[config.mk]
export PLATFORM = sky130hd
export DESIGN_NAME = run_req_initiator
export DESIGN_NICKNAME = d
export VERILOG_FILES = /design/src/rtl/run_ctrl_pkg.sv /design/src/rtl/sat_counter.sv /design/src/rtl/run_req_initiator.sv
export SDC_FILE = /design/constraint.sdc
export NUM_CORES = 1
export LEC_CHECK = 0
export BUFFER_PORTS_ARGS = -buffer_cell sky130_fd_sc_hd__buf_2
export CORE_MARGIN = 10
export CORE_UTILIZATION = 37
export DETAILED_ROUTE_END_ITERATION = 8
export PLACE_DENSITY = 0.54
export SLEW_MARGIN = 20
export SYNTH_ARGS = -nofsm -noshare
export SYNTH_HDL_FRONTEND = slang
export SYNTH_SLANG_ARGS = --single-unit
[constraint.sdc]
create_clock -name clock -period 6.3 [get_ports clock]
set_input_delay 0.945 -clock clock [delete_from_list [all_inputs] [get_ports clock]]
set_output_delay 0.945 -clock clock [all_outputs]
set_load 0.005 [all_outputs]
[src/rtl/run_ctrl_pkg.sv]
// Shared definitions for the i_run_req / o_run_busy run protocol.
// Used by the run_req initiator and, later, by a run_req responder wrapper.
package run_ctrl_pkg;

   localparam int RUN_STATE_W = 3;

   typedef enum logic [RUN_STATE_W-1:0] {
      IDLE      = 3'd0,
      REQ       = 3'd1,
      WAIT_BUSY = 3'd2,
      WAIT_DONE = 3'd3,
      DONE      = 3'd4
   } run_state_t;

   // True in the states where a run is in flight and elapsed time accrues.
   function automatic logic run_active(input run_state_t s);
      return (s == REQ) || (s == WAIT_BUSY) || (s == WAIT_DONE);
   endfunction

endpackage

[src/rtl/sat_counter.sv]
// Up-counter with synchronous clear that sticks at all-ones instead of wrapping.
// Everything holds while ce is low.
module sat_counter #(
   parameter int W = 8
) (
   input  logic         clock,
   input  logic         reset_n,
   input  logic         ce,
   input  logic         clr,
   input  logic         inc,
   output logic [W-1:0] q
);

   localparam logic [W-1:0] Q_MAX = '1;

   // Clear has priority over increment; increment stops at Q_MAX.
   always_ff @(posedge clock or negedge reset_n) begin
      if (!reset_n) begin
         q <= '0;
      end else if (ce) begin
         if (clr) begin
            q <= '0;
         end else if (inc && (q != Q_MAX)) begin
            q <= q + W'(1);
         end
      end
   end

endmodule

[src/rtl/run_req_initiator.sv]
// Hardware caller for blocks speaking the run_req / run_busy protocol.
// Issues a one-cycle run request, waits for the callee's busy to rise and
// fall, then reports completion, elapsed cycles and a start-timeout flag.
//
//   state     | meaning
//   ----------+-----------------------------------------------------------
//   IDLE      | waiting for i_start; counters cleared on acceptance
//   REQ       | o_run_req high for exactly this cycle
//   WAIT_BUSY | waiting for callee busy to rise; start timeout runs here
//   WAIT_DONE | callee busy; waiting for it to fall
//   DONE      | o_done pulse, o_cycles / o_timeout freshly latched
module run_req_initiator #(
   parameter int CNT_W         = 32,
   parameter int START_TIMEOUT = 16
) (
   input  logic             clock,
   input  logic             reset_n,
   input  logic             ce,
   input  logic             i_start,
   output logic             o_run_req,
   input  logic             i_run_busy,
   output logic             o_busy,
   output logic             o_done,
   output logic             o_timeout,
   output logic [CNT_W-1:0] o_cycles
);

   import run_ctrl_pkg::*;

   localparam int                WAIT_W    = $clog2(START_TIMEOUT + 1);
   localparam logic [WAIT_W-1:0] WAIT_LAST = WAIT_W'(START_TIMEOUT - 1);
   localparam logic [CNT_W-1:0]  CNT_MAX   = '1;

   run_state_t        state;
   logic [CNT_W-1:0]  elapsed_q;
   logic [CNT_W-1:0]  cycles_final;
   logic [WAIT_W-1:0] wait_q;
   logic              start_accept;
   logic              elapsed_inc;
   logic              wait_inc;

   assign start_accept = (state == IDLE) && i_start;
   assign elapsed_inc  = run_active(state);
   assign wait_inc     = (state == WAIT_BUSY) && !i_run_busy;

   // The elapsed counter still counts the cycle that moves us into DONE, so
   // the latched value is one past the current count (saturated).
   assign cycles_final = (elapsed_q == CNT_MAX) ? CNT_MAX : elapsed_q + CNT_W'(1);

   sat_counter #(.W(CNT_W)) u_elapsed (
      .clock   (clock),
      .reset_n (reset_n),
      .ce      (ce),
      .clr     (start_accept),
      .inc     (elapsed_inc),
      .q       (elapsed_q)
   );

   sat_counter #(.W(WAIT_W)) u_wait (
      .clock   (clock),
      .reset_n (reset_n),
      .ce      (ce),
      .clr     (start_accept),
      .inc     (wait_inc),
      .q       (wait_q)
   );

   // Run sequencing with registered outputs that change together with state.
   always_ff @(posedge clock or negedge reset_n) begin
      if (!reset_n) begin
         state     <= IDLE;
         o_run_req <= 1'b0;
         o_busy    <= 1'b0;
         o_done    <= 1'b0;
         o_timeout <= 1'b0;
         o_cycles  <= '0;
      end else if (ce) begin
         o_run_req <= 1'b0;
         o_done    <= 1'b0;
         case (state)
            IDLE: begin
               if (i_start) begin
                  state     <= REQ;
                  o_run_req <= 1'b1;
                  o_busy    <= 1'b1;
               end
            end
            REQ: begin
               state <= WAIT_BUSY;
            end
            WAIT_BUSY: begin
               if (i_run_busy) begin
                  state <= WAIT_DONE;
               end else if (wait_q == WAIT_LAST) begin
                  state     <= DONE;
                  o_done    <= 1'b1;
                  o_timeout <= 1'b1;
                  o_cycles  <= cycles_final;
               end
            end
            WAIT_DONE: begin
               if (!i_run_busy) begin
                  state     <= DONE;
                  o_done    <= 1'b1;
                  o_timeout <= 1'b0;
                  o_cycles  <= cycles_final;
               end
            end
            DONE: begin
               state  <= IDLE;
               o_busy <= 1'b0;
            end
            default: begin
               state  <= IDLE;
               o_busy <= 1'b0;
            end
         endcase
      end
   end

endmodule

==> out/results.txt <==
In this run the static leakage power is 1.882 nW. Endpoint kind of the worst setup timing path: a flip-flop. The fraction of final layout cells sized beyond drive strength 1 came out at 0.1486. In this run, synthesis inferred 0 flip-flops with an integrated enable.

The clock net in this run drives a total of 76 sinks. The total die area is 15180 sq um, and the width of the die is 123.2 um. Max-cap violations in this run came to 0. In the final routed layout, each cell accounts on average for 15.86 um. For the worst setup path, the data required time is 6.56 ns. The area growth from synthesis to final layout was 13.56%; the total of endpoints with negative setup slack in the final report was 0. Worst setup path category: reg -> reg. The number of standard-cell rows in the floorplan came out at 37.

At the end of routability-driven placement, the weighted congestion stood at 0.7951. Post-CTS repair changed the size of 0 cells. Of all cell types, the one taking the most synthesized area is dfrtp_1. The smallest clock period supported by the final layout is computed as 2.661 ns. Counting every net in the synthesized netlist gives 426. The portion of netlist area occupied by mux cells was 0.01016; the number of antenna violations at the first check in global routing was 0. The worst setup path is launched from a flip-flop.

The flip-flop and latch area came out at 1902 sq um. Number of routed nets with antenna violations: 0. The logs give 0.35 ns for the clock latency on the worst-skew pair and 15610 um for the first-pass GRT wire length.

The tools report the critical path startpoint as u_elapsed.q[0]. Clock transition at the register clock pins on the worst setup and hold paths after CTS: 0.08 ns. The root buffer cell chosen for the clock tree is clkbuf_8. The complex-gate fraction of the synthesized area works out to 0.1547. In the synthesized netlist the dominant register cell turns out to be dfrtp_1. During I/O placement, the number of pins put on the boundary was 41.

The maximum fanout count along the critical path was 25; the area share of and/or/nand/nor cells after synthesis was 0.2325. The die boundary height was 123.2 um; the starting density of the core was 0.3799. The number of distinct library cells after synthesis is 41. The ratio of routed vias to standard cells is 5.475. The worst hold path belongs to the class reg -> reg. The startpoint identified for the worst hold timing path is o_timeout. Ranked by total cell area, the synthesized netlist is headed by dfrtp_1 (48%), a31oi_1 (7.0%), a21oi_1 (4.8%). For the first-pass detailed-route iteration total, the log shows 4. Post-synthesis share of cell area spent on xor and xnor gates: 0.07113. For the HPWL reported at the end of detailed placement, the log shows 6173 um. The areal power density over the cells was 360.5 nW/um^2.

Proportion of synthesized chip area in sequential cells: 0.4827. TritonCTS built the clock tree. The run gives 77 as the largest net degree at the start of global routing.

The worst relative slew slack was 0.3561. Summing all multi-input logic gate instances after layout gives 1911 sq um. The filler cells instantiated in the layout total 1029.

The clock tree skew after final layout was 0.009548 ns; the overall fraction of global-route tracks in use was 0.1254. The logs give 0.4315 for the post-layout utilization of the core and 0 for the remaining global-route overflow. Area of the mapped netlist: 3940 sq um. Post-CTS timing repair inserted 0 buffers for setup. The area fraction of the dominant cell type after synthesis was 0.4827. The run gives 3181 as the via count of the first global-routing pass. The flow ran to the end, and the final reports show no timing, DRC or antenna violations. During placement, the flow inserted port buffers numbering 40. In this run the deepest clock path goes through 2 buffers. Yosys printed 0 warnings.

The number of DRC violations after detailed-routing iteration 0 was 187. The post-route fraction of the period consumed by the critical path was 0.4223. For the number of hold violations in the final report, the log shows 0.

The number of CTS-inserted buffers came out at 9. The most frequently used cell type in the post-synthesis netlist was dfrtp_1. The count of final max-slew check failures was 0. In this run, post-CTS hold repair placed 0 buffers. The synthesized flop and latch total is 76, and the placeable core region is 10370 sq um. The tools report the total detailed-routing wirelength as 9307 um. Adding up every negative setup slack in the final design gives 0 ns. The transition time of the tightest slew-check pin works out to 0.9658 ns. The DRC violations left is 0. Setup repair after global routing left no endpoint under its margin. Async set-or-reset flop fraction in the synthesized netlist: 1.000.

Across the VDD grid, the largest voltage drop is 0.0001321 V. The repair_antennas step left the layout with diodes totalling 0. The number of H-tree branching levels is 3, and the number of nets in the layout is 456. The tools report the startpoint of the worst-slack reg-to-reg timing path as u_elapsed.q[0]. The largest family of logic cells by synthesized area is simple AND/OR/NAND/NOR gates.

Based on the critical path, the design can be clocked at up to 0.3759 GHz. The tools report the total vias in the final route as 3214. In the synthesized netlist, the cells that appear most often are dfrtp_1 (76), nor2_1 (49), a31oi_1 (44). The average instance in the mapped netlist occupies 9.449 sq um. The cell count after synthesis came out at 417. STA puts the critical path data arrival time at 2.92 ns. The fraction of the mapped netlist area in adder cells works out to 0.01270.
critical path, stage by stage, from the launching register on:
cell,delay (ns)
dfrtp_1,0.43
ha_1,0.30
nand2_1,0.13
or4_1,0.73
nor4_4,0.49
nor2_4,0.23
a31oi_1,0.24
per-layer routing:
| metal | global-route usage | part of all wire | up-vias |
|---|---|---|---|
| li1 | - | - | 1586 |
| met2 | 0.1967 | 0.47 | 42 |
| met1 | 0.1667 | 0.48 | 1572 |
| met3 | 0.02689 | 0.039 | 14 |
| met5 | 0 | 0 | - |
| met4 | 0.04585 | 0.016 | 0 |
report_power, final:
| group | switching [W] | internal, W | total [W] |
|---|---|---|---|
| Combinational | 0.000272 | 0.000203 | 0.000475 |
| Sequential | 0.0000908 | 0.000622 | 0.000713 |
| Clock | 0.000183 | 0.000242 | 0.000425 |
| Total | 0.000546 | 0.00107 | 0.00161 |
cells in the final DEF, fill, tap and decap left out, drive strengths merged, types with 2 or more instances in the layout:
master  count
dfrtp      76
nor2       50
nand2      22
xnor2      21
and2        6
or4         3
nor4        6
and3       12
buf        44
o21ai      11
a41oi       4
nor3b       2
a21oi      38
nor3        8
mux2i       4
xor2       11
nand3      19
a31oi      44
nand2b      2
inv         6
and4        4
clkbuf     11
o31ai       3
nand3b     18
bufinv      2
ha          4
nand4       9
state kept, by name (all words and copies together), names as in the netlist:
register,count
o_run_req,1
o_done,1
u_wait.q,5
state,3
o_busy,1
o_timeout,1
o_cycles,32
u_elapsed.q,32
area by class of cell:
| type | count | share of cell area |
|---|---|---|
| timing repair buffer | 44 | 0.05481 |
| tap | 136 | 0.03803 |
| clock inverter | 4 | 0.01622 |
| sequential | 76 | 0.4251 |
| inverter | 6 | 0.005034 |
| multi-input combinational | 310 | 0.4270 |
| clock buffer | 11 | 0.03384 |
per-stage QoR:
step / worst slack [ns] / area, sq um / std cells / hold slack [ns] / power [W]
floorplan: 3.922 / 3940 / 417 / 0.4711 / 0.001007
global placement: 2.586 / 4225 / 571 / 0.4600 / 0.001189
detailed placement: 2.782 / 4230 / 571 / 0.4741 / 0.001204
CTS: 3.165 / 4454 / 586 / 0.4927 / 0.001633
global route: 3.446 / 4474 / 587 / 0.5130 / 0.001740
finish: 3.639 / 4474 / 587 / 0.4866 / 0.001613
cells by family (layout without fill, tap and decap cells):
kind of cell / count (synthesis) / count (layout)
simple gates: 166 / 166
compound gates: 104 / 104
flops: 76 / 76
xor+xnor: 32 / 32
buf+inv: 31 / 65
fa+ha+maj: 4 / 4
mux: 4 / 4
worst paths after layout:
| check | end | slack, ns | depth (start not counted) |
|---|---|---|---|
| worst max-delay path | u_elapsed.q[25] | 3.64 | 6 |
| worst min-delay path | o_timeout | 0.49 | 2 |
| worst max register to register | u_elapsed.q[25] | 3.64 | 6 |
| worst min register to register | o_timeout | 0.49 | 2 |
| max in group asynchronous | o_cycles[30] | 4.93 | 1 |
| min in group asynchronous | o_cycles[14] | 0.75 | 1 |
Note: power is estimated with default switching activity, not from simulation.
